## src/rtl/l2_scrubber_pkg.sv

```systemverilog
// l2_scrubber_pkg
// Shared definitions for the L2 background ECC scrubber:
//   - scrub_state_e        : scrubber FSM states (IDLE/WAIT/ISSUE/RESP)
//   - L2Port1NonInterlBase : default scrub base (non-interleaved L2 alias)
//   - AxiLenSingle         : AR burst length for a single beat
//   - AxiBurstIncr         : AR burst type INCR
package l2_scrubber_pkg;

  typedef enum logic [1:0] {
    IDLE  = 2'd0,
    WAIT  = 2'd1,
    ISSUE = 2'd2,
    RESP  = 2'd3
  } scrub_state_e;

  localparam logic [47:0] L2Port1NonInterlBase = 48'h0;

  localparam logic [7:0] AxiLenSingle = 8'd0;
  localparam logic [1:0] AxiBurstIncr = 2'b01;

endpackage

```

## src/rtl/l2_scrub_sat_cnt.sv

```systemverilog
// l2_scrub_sat_cnt
// Saturating up-counter with enable; sticks at all-ones.
// Ports:
//   i_clk   : clock
//   i_rst_n : synchronous active-low reset (clears the count)
//   i_en    : count one event this cycle
//   o_cnt   : current count
module l2_scrub_sat_cnt #(
  parameter int Width = 16
) (
  input  logic             i_clk,
  input  logic             i_rst_n,
  input  logic             i_en,
  output logic [Width-1:0] o_cnt
);

  logic [Width-1:0] r_cnt;

  // Count events until all-ones, then hold so software never sees a wrap
  always_ff @(posedge i_clk) begin
    if (!i_rst_n) begin
      r_cnt <= '0;
    end else if (i_en && (r_cnt != {Width{1'b1}})) begin
      r_cnt <= r_cnt + Width'(1);
    end
  end

  assign o_cnt = r_cnt;

endmodule

```

## src/rtl/l2_scrubber.sv

```systemverilog
// l2_scrubber
// Background ECC scrubber: walks the L2 range with single-beat AXI reads
// (one outstanding) so the L2 ECC logic corrects latent errors, counts ECC
// error pulses and error responses, and records the address being scrubbed
// when an error shows up.
// Ports:
//   clk_i, rst_ni            : clock, synchronous active-low reset
//   enable_i, interval_i     : scrub enable, idle cycles between reads
//   ecc_error_i              : ECC error pulse from the L2 memory wrapper
//   ar_*                     : AXI read-address channel (master side)
//   r_*                      : AXI read-data channel (master side)
//   busy_o                   : FSM not idle
//   sweep_done_o             : one-cycle pulse when the walk wraps
//   ecc_err_cnt_o            : saturating count of ECC error cycles
//   resp_err_cnt_o           : saturating count of SLVERR/DECERR responses
//   last_err_addr_o          : address of the most recent erroneous scrub
module l2_scrubber
  import l2_scrubber_pkg::*;
#(
  parameter int                    AxiAddrWidth  = 48,
  parameter int                    AxiDataWidth  = 64,
  parameter int                    AxiIdWidth    = 5,
  parameter logic [AxiIdWidth-1:0] ScrubId       = '0,
  parameter logic [AxiAddrWidth-1:0] BaseAddr    = AxiAddrWidth'(L2Port1NonInterlBase),
  parameter int unsigned           L2MemSize     = 2**20,
  parameter int                    IntervalWidth = 16,
  parameter int                    CntWidth      = 16
) (
  input  logic                     clk_i,
  input  logic                     rst_ni,
  input  logic                     enable_i,
  input  logic [IntervalWidth-1:0] interval_i,
  input  logic                     ecc_error_i,
  output logic                     ar_valid_o,
  input  logic                     ar_ready_i,
  output logic [AxiAddrWidth-1:0]  ar_addr_o,
  output logic [AxiIdWidth-1:0]    ar_id_o,
  output logic [7:0]               ar_len_o,
  output logic [2:0]               ar_size_o,
  output logic [1:0]               ar_burst_o,
  input  logic                     r_valid_i,
  output logic                     r_ready_o,
  input  logic [AxiIdWidth-1:0]    r_id_i,
  input  logic [1:0]               r_resp_i,
  input  logic                     r_last_i,
  output logic                     busy_o,
  output logic                     sweep_done_o,
  output logic [CntWidth-1:0]      ecc_err_cnt_o,
  output logic [CntWidth-1:0]      resp_err_cnt_o,
  output logic [AxiAddrWidth-1:0]  last_err_addr_o
);

  localparam int unsigned BeatBytes = AxiDataWidth / 8;
  localparam int          OffW      = $clog2(L2MemSize);
  localparam logic [OffW-1:0] LastOff = OffW'(L2MemSize - BeatBytes);
  localparam logic [OffW-1:0] Step    = OffW'(BeatBytes);

  scrub_state_e              r_state, w_state_next;
  logic [IntervalWidth-1:0]  r_cnt, w_cnt_next;
  logic [OffW-1:0]           r_offset;
  logic                      r_sweep_done;
  logic                      r_post_hs;
  logic [AxiAddrWidth-1:0]   r_prev_addr;
  logic [AxiAddrWidth-1:0]   r_last_err_addr;
  logic [AxiAddrWidth-1:0]   w_cur_addr;
  logic                      w_r_hs;
  logic                      w_resp_err;
  logic                      w_ecc_in_resp;
  logic                      w_ecc_post_hs;
  logic                      w_unused_axi;

  assign w_cur_addr    = BaseAddr + AxiAddrWidth'(r_offset);
  assign w_r_hs        = (r_state == RESP) && r_valid_i;
  assign w_resp_err    = w_r_hs && r_resp_i[1];
  assign w_ecc_in_resp = ecc_error_i && (r_state == RESP);
  assign w_ecc_post_hs = ecc_error_i && r_post_hs;

  // R ID/last carry no information for single-beat fixed-ID reads, and
  // resp[0] only separates OKAY from EXOKAY
  assign w_unused_axi = ^{r_id_i, r_last_i, r_resp_i[0]};

  // Next-state and handshake outputs. ISSUE ignores enable_i so that a
  // raised ar_valid is never withdrawn before the slave accepts it.
  always_comb begin
    w_state_next = r_state;
    w_cnt_next   = r_cnt;
    ar_valid_o   = 1'b0;
    r_ready_o    = 1'b0;
    unique case (r_state)
      IDLE: begin
        if (enable_i) begin
          w_state_next = WAIT;
          w_cnt_next   = interval_i;
        end
      end
      WAIT: begin
        if (!enable_i) begin
          w_state_next = IDLE;
        end else if (r_cnt == '0) begin
          w_state_next = ISSUE;
        end else begin
          w_cnt_next = r_cnt - IntervalWidth'(1);
        end
      end
      ISSUE: begin
        ar_valid_o = 1'b1;
        if (ar_ready_i) begin
          w_state_next = RESP;
        end
      end
      RESP: begin
        r_ready_o = 1'b1;
        if (r_valid_i) begin
          if (enable_i) begin
            w_state_next = WAIT;
            w_cnt_next   = interval_i;
          end else begin
            w_state_next = IDLE;
          end
        end
      end
      default: w_state_next = IDLE;
    endcase
  end

  // FSM state and inter-read interval counter
  always_ff @(posedge clk_i) begin
    if (!rst_ni) begin
      r_state <= IDLE;
      r_cnt   <= '0;
    end else begin
      r_state <= w_state_next;
      r_cnt   <= w_cnt_next;
    end
  end

  // Address walk. The address of the read just completed is kept for one
  // cycle so an ECC pulse arriving right after the R beat is attributed to it.
  always_ff @(posedge clk_i) begin
    if (!rst_ni) begin
      r_offset     <= '0;
      r_sweep_done <= 1'b0;
      r_post_hs    <= 1'b0;
      r_prev_addr  <= BaseAddr;
    end else begin
      r_sweep_done <= w_r_hs && (r_offset == LastOff);
      r_post_hs    <= w_r_hs;
      if (w_r_hs) begin
        r_prev_addr <= w_cur_addr;
        r_offset    <= (r_offset == LastOff) ? '0 : r_offset + Step;
      end
    end
  end

  // Error address capture: during RESP the live address is the one being
  // read; one cycle later the offset has moved on, so use the saved copy.
  always_ff @(posedge clk_i) begin
    if (!rst_ni) begin
      r_last_err_addr <= BaseAddr;
    end else if (w_resp_err || w_ecc_in_resp) begin
      r_last_err_addr <= w_cur_addr;
    end else if (w_ecc_post_hs) begin
      r_last_err_addr <= r_prev_addr;
    end
  end

  l2_scrub_sat_cnt #(.Width(CntWidth)) u_ecc_cnt (
    .i_clk   (clk_i),
    .i_rst_n (rst_ni),
    .i_en    (ecc_error_i),
    .o_cnt   (ecc_err_cnt_o)
  );

  l2_scrub_sat_cnt #(.Width(CntWidth)) u_resp_cnt (
    .i_clk   (clk_i),
    .i_rst_n (rst_ni),
    .i_en    (w_resp_err),
    .o_cnt   (resp_err_cnt_o)
  );

  assign ar_addr_o       = w_cur_addr;
  assign ar_id_o         = ScrubId;
  assign ar_len_o        = AxiLenSingle;
  assign ar_size_o       = 3'($clog2(BeatBytes));
  assign ar_burst_o      = AxiBurstIncr;
  assign busy_o          = (r_state != IDLE);
  assign sweep_done_o    = r_sweep_done;
  assign last_err_addr_o = r_last_err_addr;

endmodule

```

## config.mk

```make
export PLATFORM = sky130hd
export DESIGN_NAME = l2_scrubber
export DESIGN_NICKNAME = d
export VERILOG_FILES = /design/src/rtl/l2_scrubber_pkg.sv /design/src/rtl/l2_scrub_sat_cnt.sv /design/src/rtl/l2_scrubber.sv
export SDC_FILE = /design/constraint.sdc
export NUM_CORES = 1
export LEC_CHECK = 0
export BUFFER_PORTS_ARGS = -buffer_cell sky130_fd_sc_hd__buf_2
export CAP_MARGIN = 20
export CORE_ASPECT_RATIO = 0.8
export CORE_MARGIN = 2
export CORE_UTILIZATION = 37
export CTS_BUF_LIST = sky130_fd_sc_hd__clkbuf_4 sky130_fd_sc_hd__clkbuf_8 sky130_fd_sc_hd__clkbuf_16
export CTS_CLUSTER_SIZE = 25
export DETAILED_ROUTE_END_ITERATION = 6
export GPL_TIMING_DRIVEN = 0
export PLACE_DENSITY = 0.68
export SLEW_MARGIN = 20
export SYNTH_ARGS = -nofsm -noshare
export SYNTH_HDL_FRONTEND = slang
export SYNTH_SLANG_ARGS = --single-unit
```

## constraint.sdc

```tcl
create_clock -name clk_i -period 2.5 [get_ports clk_i]
set_clock_uncertainty 0.2 [all_clocks]
set_input_delay 0 -clock clk_i [delete_from_list [all_inputs] [get_ports clk_i]]
set_output_delay 0 -clock clk_i [all_outputs]
set_load 0.005 [all_outputs]
```

==> metrics.txt <==
# TYPE chip_impl_metric gauge
chip_impl_info{name="cp_startpoint_kind",value="register"} 1
chip_impl_metric{name="critPathRequiredTime",unit="ns"} 2.53
chip_impl_metric{name="detail_route.drc_violations",unit=""} 0
chip_impl_metric{name="crit_path_max_fanout",unit=""} 7
chip_impl_metric{name="post-route-period-util",unit="%"} 96.6
chip_impl_metric{name="drt_first_iter_violations",unit=""} 354
chip_impl_info{name="synth_top_family_by_area",value="simple AND/OR/NAND/NOR gates"} 1
chip_impl_metric{name="worst-endpoint-arrival",unit="ns"} 2.44
chip_impl_metric{name="globalRoute.totalOverflow",unit=""} 0
chip_impl_metric{name="max-slew-margin-rel",unit="%"} 43.2
chip_impl_info{name="clock-root-buffer",value="sky130_fd_sc_hd__clkbuf_16"} 1
chip_impl_metric{name="final_cell_count_no_fill",unit=""} 1078
chip_impl_metric{name="synthAdderAreaFrac",unit="%"} 2.05
chip_impl_metric{name="routed_wire_length",unit="um"} 15000
chip_impl_metric{name="yosys_warning_count",unit=""} 0
chip_impl_metric{name="clk_latency",unit="ns"} 0.34
chip_impl_metric{name="grt_usage",unit="%"} 17.8
chip_impl_metric{name="clock_path_buffers",unit=""} 2
chip_impl_metric{name="multiInputGateArea",unit="um^2"} 2980
chip_impl_info{name="unrepaired_setup_endpoints_after_global_routing",value="false"} 1
chip_impl_metric{name="power-per-cell-area",unit="nW/um^2"} 717
chip_impl_metric{name="placement_rows",unit=""} 39
chip_impl_metric{name="timing.setup.tns",unit="ns"} 0
chip_impl_metric{name="synth_seq_cells",unit=""} 103
chip_impl_metric{name="gpl.final_weighted_congestion",unit=""} 0.831
chip_impl_metric{name="setup_viol",unit=""} 0
chip_impl_metric{name="syn_area",unit="um^2"} 5500
chip_impl_metric{name="pwr-share-comb",unit="%"} 35.1
chip_impl_metric{name="synth_top_cell_area_share",unit="%"} 37.5
chip_impl_info{name="synth_top_cell_by_area",value="sky130_fd_sc_hd__dfxtp_1"} 1
chip_impl_metric{name="synth-seq-area-share",unit="%"} 37.5
chip_impl_metric{name="clockPowerShare",unit="%"} 28.1
chip_impl_metric{name="grt_start_max_net_pins",unit=""} 17
chip_impl_info{name="criticalPathCategory",value="register to register"} 1
chip_impl_info{name="critical_path.cell_chain",value="inv_2, ha_4, or3b_1, buf_6, or4_4, o21ai_4, buf_12, buf_6, o21ai_2, o311a_1"} 1
chip_impl_info{name="critical_path_endpoint_category",value="register"} 1
chip_impl_metric{name="fin_ws",unit="ns"} 0.0850
chip_impl_metric{name="preCtsSetupSlack",unit="ns"} -0.513
chip_impl_metric{name="areaGrowthSynthToFinish",unit="%"} 30.1
chip_impl_metric{name="insertedDiodeCount",unit=""} 0
chip_impl_metric{name="dp_hpwl",unit="um"} 10500
chip_impl_metric{name="wl_per_cell",unit="um"} 13.9
chip_impl_metric{name="maxSlewViolCount",unit=""} 0
chip_impl_metric{name="asyncSetResetFlopFracSynth",unit="%"} 0
chip_impl_metric{name="design.core.area",unit="um^2"} 14400
chip_impl_metric{name="portbufs",unit=""} 90
chip_impl_metric{name="cts.sink_count",unit=""} 103
chip_impl_metric{name="fillcell_total",unit=""} 1396
chip_impl_metric{name="post_route_cells_drive_above_1_share",unit="%"} 25.5
chip_impl_metric{name="power_report.internal_total",unit="W"} 0.00339
chip_impl_metric{name="grt_first_pass_wirelength",unit="um"} 23000
chip_impl_metric{name="fmax",unit="MHz"} 414
chip_impl_metric{name="antenna_violations_before_repair",unit=""} 0
chip_impl_metric{name="synthMuxAreaShare",unit="%"} 0.910
chip_impl_metric{name="synthXorXnorAreaFrac",unit="%"} 6.21
chip_impl_metric{name="drt-vias-per-instance",unit=""} 4.87
chip_impl_metric{name="ant_nets",unit=""} 0
chip_impl_metric{name="placed_cells",unit=""} 1032
chip_impl_metric{name="nNetsFinal",unit=""} 928
chip_impl_info{name="timing.hold.worst.class",value="input port to register"} 1
chip_impl_metric{name="timing_hold_violations_final",unit=""} 0
chip_impl_metric{name="dieArea",unit="um^2"} 15900
chip_impl_info{name="critical_path.top_delay_family",value="simple AND/OR/NAND/NOR gates"} 1
chip_impl_metric{name="tightest_slew",unit="ns"} 0.844
chip_impl_info{name="synth-main-ff-cell",value="sky130_fd_sc_hd__dfxtp_1"} 1
chip_impl_metric{name="num_vias",unit=""} 5251
chip_impl_metric{name="chip_width",unit="um"} 140
chip_impl_metric{name="fp.dieH",unit="um"} 113
chip_impl_metric{name="yosysUniqueCellTypes",unit=""} 54
chip_impl_metric{name="power.net_switching",unit="W"} 0.00173
chip_impl_metric{name="h-tree-depth",unit=""} 3
chip_impl_info{name="netlist_top_cells_area",value="sky130_fd_sc_hd__dfxtp_1, sky130_fd_sc_hd__buf_4, sky130_fd_sc_hd__nand2_1"} 1
chip_impl_metric{name="clkSlewWorstSetupHoldPaths",unit="ns"} 0.07
chip_impl_metric{name="postSynthCellCount",unit=""} 680
chip_impl_metric{name="synth_compound_gate_area_share",unit="%"} 14.6
chip_impl_metric{name="power_frac_seq",unit="%"} 36.8
chip_impl_metric{name="synth_edf_count",unit=""} 0
chip_impl_metric{name="vdd_ir_drop_max",unit="V"} 0.000397
chip_impl_metric{name="p_sw_share",unit="%"} 33.8
chip_impl_metric{name="drv_cap",unit=""} 0
chip_impl_metric{name="post-route-min-period",unit="ns"} 2.41
chip_impl_metric{name="critical_path_buf_inv_count",unit=""} 4
chip_impl_metric{name="design.portCount",unit=""} 180
chip_impl_info{name="cts_tree",value="built"} 1
chip_impl_metric{name="cts_inserted_buffers",unit=""} 9
chip_impl_info{name="netlist_top_cells_count",value="sky130_fd_sc_hd__dfxtp_1, sky130_fd_sc_hd__nand2_1, sky130_fd_sc_hd__buf_4"} 1
chip_impl_metric{name="synth-simple-area-share",unit="%"} 23.9
chip_impl_metric{name="power.leakage",unit="nW"} 3.24
chip_impl_metric{name="initial_core_util",unit="%"} 38.2
chip_impl_metric{name="register_area",unit="um^2"} 2070
chip_impl_metric{name="grt_pass1_vias",unit=""} 4477
chip_impl_metric{name="fin_util",unit="%"} 49.7
chip_impl_metric{name="detailedRoute.firstPassIterationCount",unit=""} 5
chip_impl_info{name="run_status",value="finished clean"} 1
chip_impl_metric{name="worst_path_largest_cell_delay",unit="ns"} 0.44
chip_impl_info{name="slowest_stage",value="sky130_fd_sc_hd__or4_4"} 1
chip_impl_info{name="most_repeated_cell_in_the_gate_level_netlist_after_synthesis",value="sky130_fd_sc_hd__dfxtp_1"} 1
chip_impl_metric{name="overall_power_of_the_completed_layout",unit="W"} 0.00513
chip_impl_metric{name="synth.avg_cell_area",unit="um^2"} 8.08
chip_impl_info{name="timing.critical_path.mode_cell",value="sky130_fd_sc_hd__buf_6"} 1
-- cells by family (layout without fill, tap and decap cells) --
kind of cell    Yosys count  in the layout
simple gates            279            279
buf+inv                 128            264
compound gates          115            115
flops                   103            103
xor+xnor                 39             39
fa+ha+maj                 9              9
mux                       5              5
other cells               2             80
-- power groups by stage --
stage          logic [W]  registers, W  clock network (W)
3_5_place_dp     0.00146       0.00191                  0
3_3_place_gp     0.00146       0.00191                  0
2_1_floorplan    0.00116       0.00188                  0
6_report         0.00180       0.00189            0.00144
5_1_grt          0.00194       0.00190            0.00153
4_1_cts          0.00158       0.00187            0.00147
-- state kept, by name, summed over array words and instances (netlist names) --
register / count
sweep_done_o: 1
u_resp_cnt.o_cnt: 16
r_cnt: 16
r_post_hs: 1
u_ecc_cnt.o_cnt: 16
r_prev_addr: 17
r_state: 2
last_err_addr_o: 17
r_offset: 17
-- timing repair --
| item | in CTS | in global routing |
|---|---|---|
| endpoints found under the hold margin | 21 | 0 |
| resized for setup | 12 | 18 |
| pin swaps | 2 | 4 |
| hold buffers | 19 | 0 |
| setup buffers | 1 | 7 |
| gates cloned | 3 | 0 |
| endpoints found under the setup margin | 47 | 42 |
-- layout make-up --
type	count	area share [%]
Clock buffer	11	3.45
Sequential cell	103	28.9
Tap cell	184	3.22
Buffer	116	10.8
Clock inverter	5	0.787
Multi-Input combinational cell	527	41.6
Inverter	12	0.665
Timing Repair Buffer	120	10.4
-- per-stage QoR --
step / cell area (um^2) / hold WS (ns)
3_5_place_dp: 6470 / 0.154
5_1_grt: 7150 / 0.0913
3_3_place_gp: 6470 / 0.138
4_1_cts: 7030 / 0.0267
2_1_floorplan: 5790 / -0.0155
6_report: 7150 / 0.0340
-- worst reg2reg max path, stage by stage, from the launching register on --
cell and delay, ns:
sky130_fd_sc_hd__dfxtp_4 0.36, sky130_fd_sc_hd__inv_2 0.06, sky130_fd_sc_hd__ha_4 0.13, sky130_fd_sc_hd__or3b_1 0.36
sky130_fd_sc_hd__buf_6 0.15, sky130_fd_sc_hd__or4_4 0.44, sky130_fd_sc_hd__o21ai_4 0.17, sky130_fd_sc_hd__buf_12 0.15
sky130_fd_sc_hd__buf_6 0.12, sky130_fd_sc_hd__o21ai_2 0.06, sky130_fd_sc_hd__o311a_1 0.11
-- worst paths after layout --
check | startpoint | slack (ns) | endpoint | cells past startpoint
min | ar_ready_i | 0.03 | r_state[0] | 6
min reg2reg | r_prev_addr[6] | 0.26 | r_prev_addr[6] | 2
max | r_cnt[1] | 0.09 | r_cnt[0] | 10
max reg2reg | r_cnt[1] | 0.09 | r_cnt[0] | 10
-- routing by layer --
metal | up-vias | wire (um) | global-route usage, %
met1 | 2410 | 6970 | 24.9
met2 | 206 | 6700 | 27.6
met5 | - | 0 | 0
li1 | 2624 | - | -
met3 | 11 | 1180 | 4.40
met4 | 0 | 128 | 4.18
-- cells in the final DEF (no fill, tap or decap), types with 3 or more instances in the layout --
cell type | synthesis | layout
sky130_fd_sc_hd__dfxtp_1 | 103 | 100
sky130_fd_sc_hd__conb_1 | 2 | 80
sky130_fd_sc_hd__xor2_1 | 32 | 32
sky130_fd_sc_hd__nor2_1 | 75 | 75
sky130_fd_sc_hd__o31ai_1 | 5 | 5
sky130_fd_sc_hd__clkbuf_1 | 29 | 26
sky130_fd_sc_hd__a31oi_1 | 6 | 6
sky130_fd_sc_hd__clkbuf_2 | 0 | 3
sky130_fd_sc_hd__nor3_1 | 10 | 9
sky130_fd_sc_hd__buf_4 | 81 | 88
sky130_fd_sc_hd__nand4_1 | 17 | 17
sky130_fd_sc_hd__mux2i_1 | 5 | 5
sky130_fd_sc_hd__nand2_1 | 91 | 91
sky130_fd_sc_hd__or3_1 | 6 | 6
sky130_fd_sc_hd__a311oi_1 | 18 | 18
sky130_fd_sc_hd__nor2b_1 | 4 | 4
sky130_fd_sc_hd__o211ai_1 | 6 | 6
sky130_fd_sc_hd__and2_1 | 7 | 7
sky130_fd_sc_hd__inv_1 | 11 | 9
sky130_fd_sc_hd__o2111ai_1 | 3 | 3
sky130_fd_sc_hd__buf_2 | 3 | 92
sky130_fd_sc_hd__a21oi_1 | 42 | 42
sky130_fd_sc_hd__nand3_1 | 33 | 33
sky130_fd_sc_hd__o32ai_1 | 9 | 8
sky130_fd_sc_hd__xnor2_1 | 7 | 7
sky130_fd_sc_hd__and3_1 | 14 | 14
sky130_fd_sc_hd__and4_1 | 5 | 5
sky130_fd_sc_hd__buf_6 | 3 | 7
sky130_fd_sc_hd__o21ai_0 | 9 | 9
sky130_fd_sc_hd__nor4_1 | 6 | 3
sky130_fd_sc_hd__clkbuf_16 | 0 | 9
sky130_fd_sc_hd__ha_1 | 9 | 8
sky130_fd_sc_hd__dlygate4sd3_1 | 0 | 19
(Power assumes the default switching activity.)
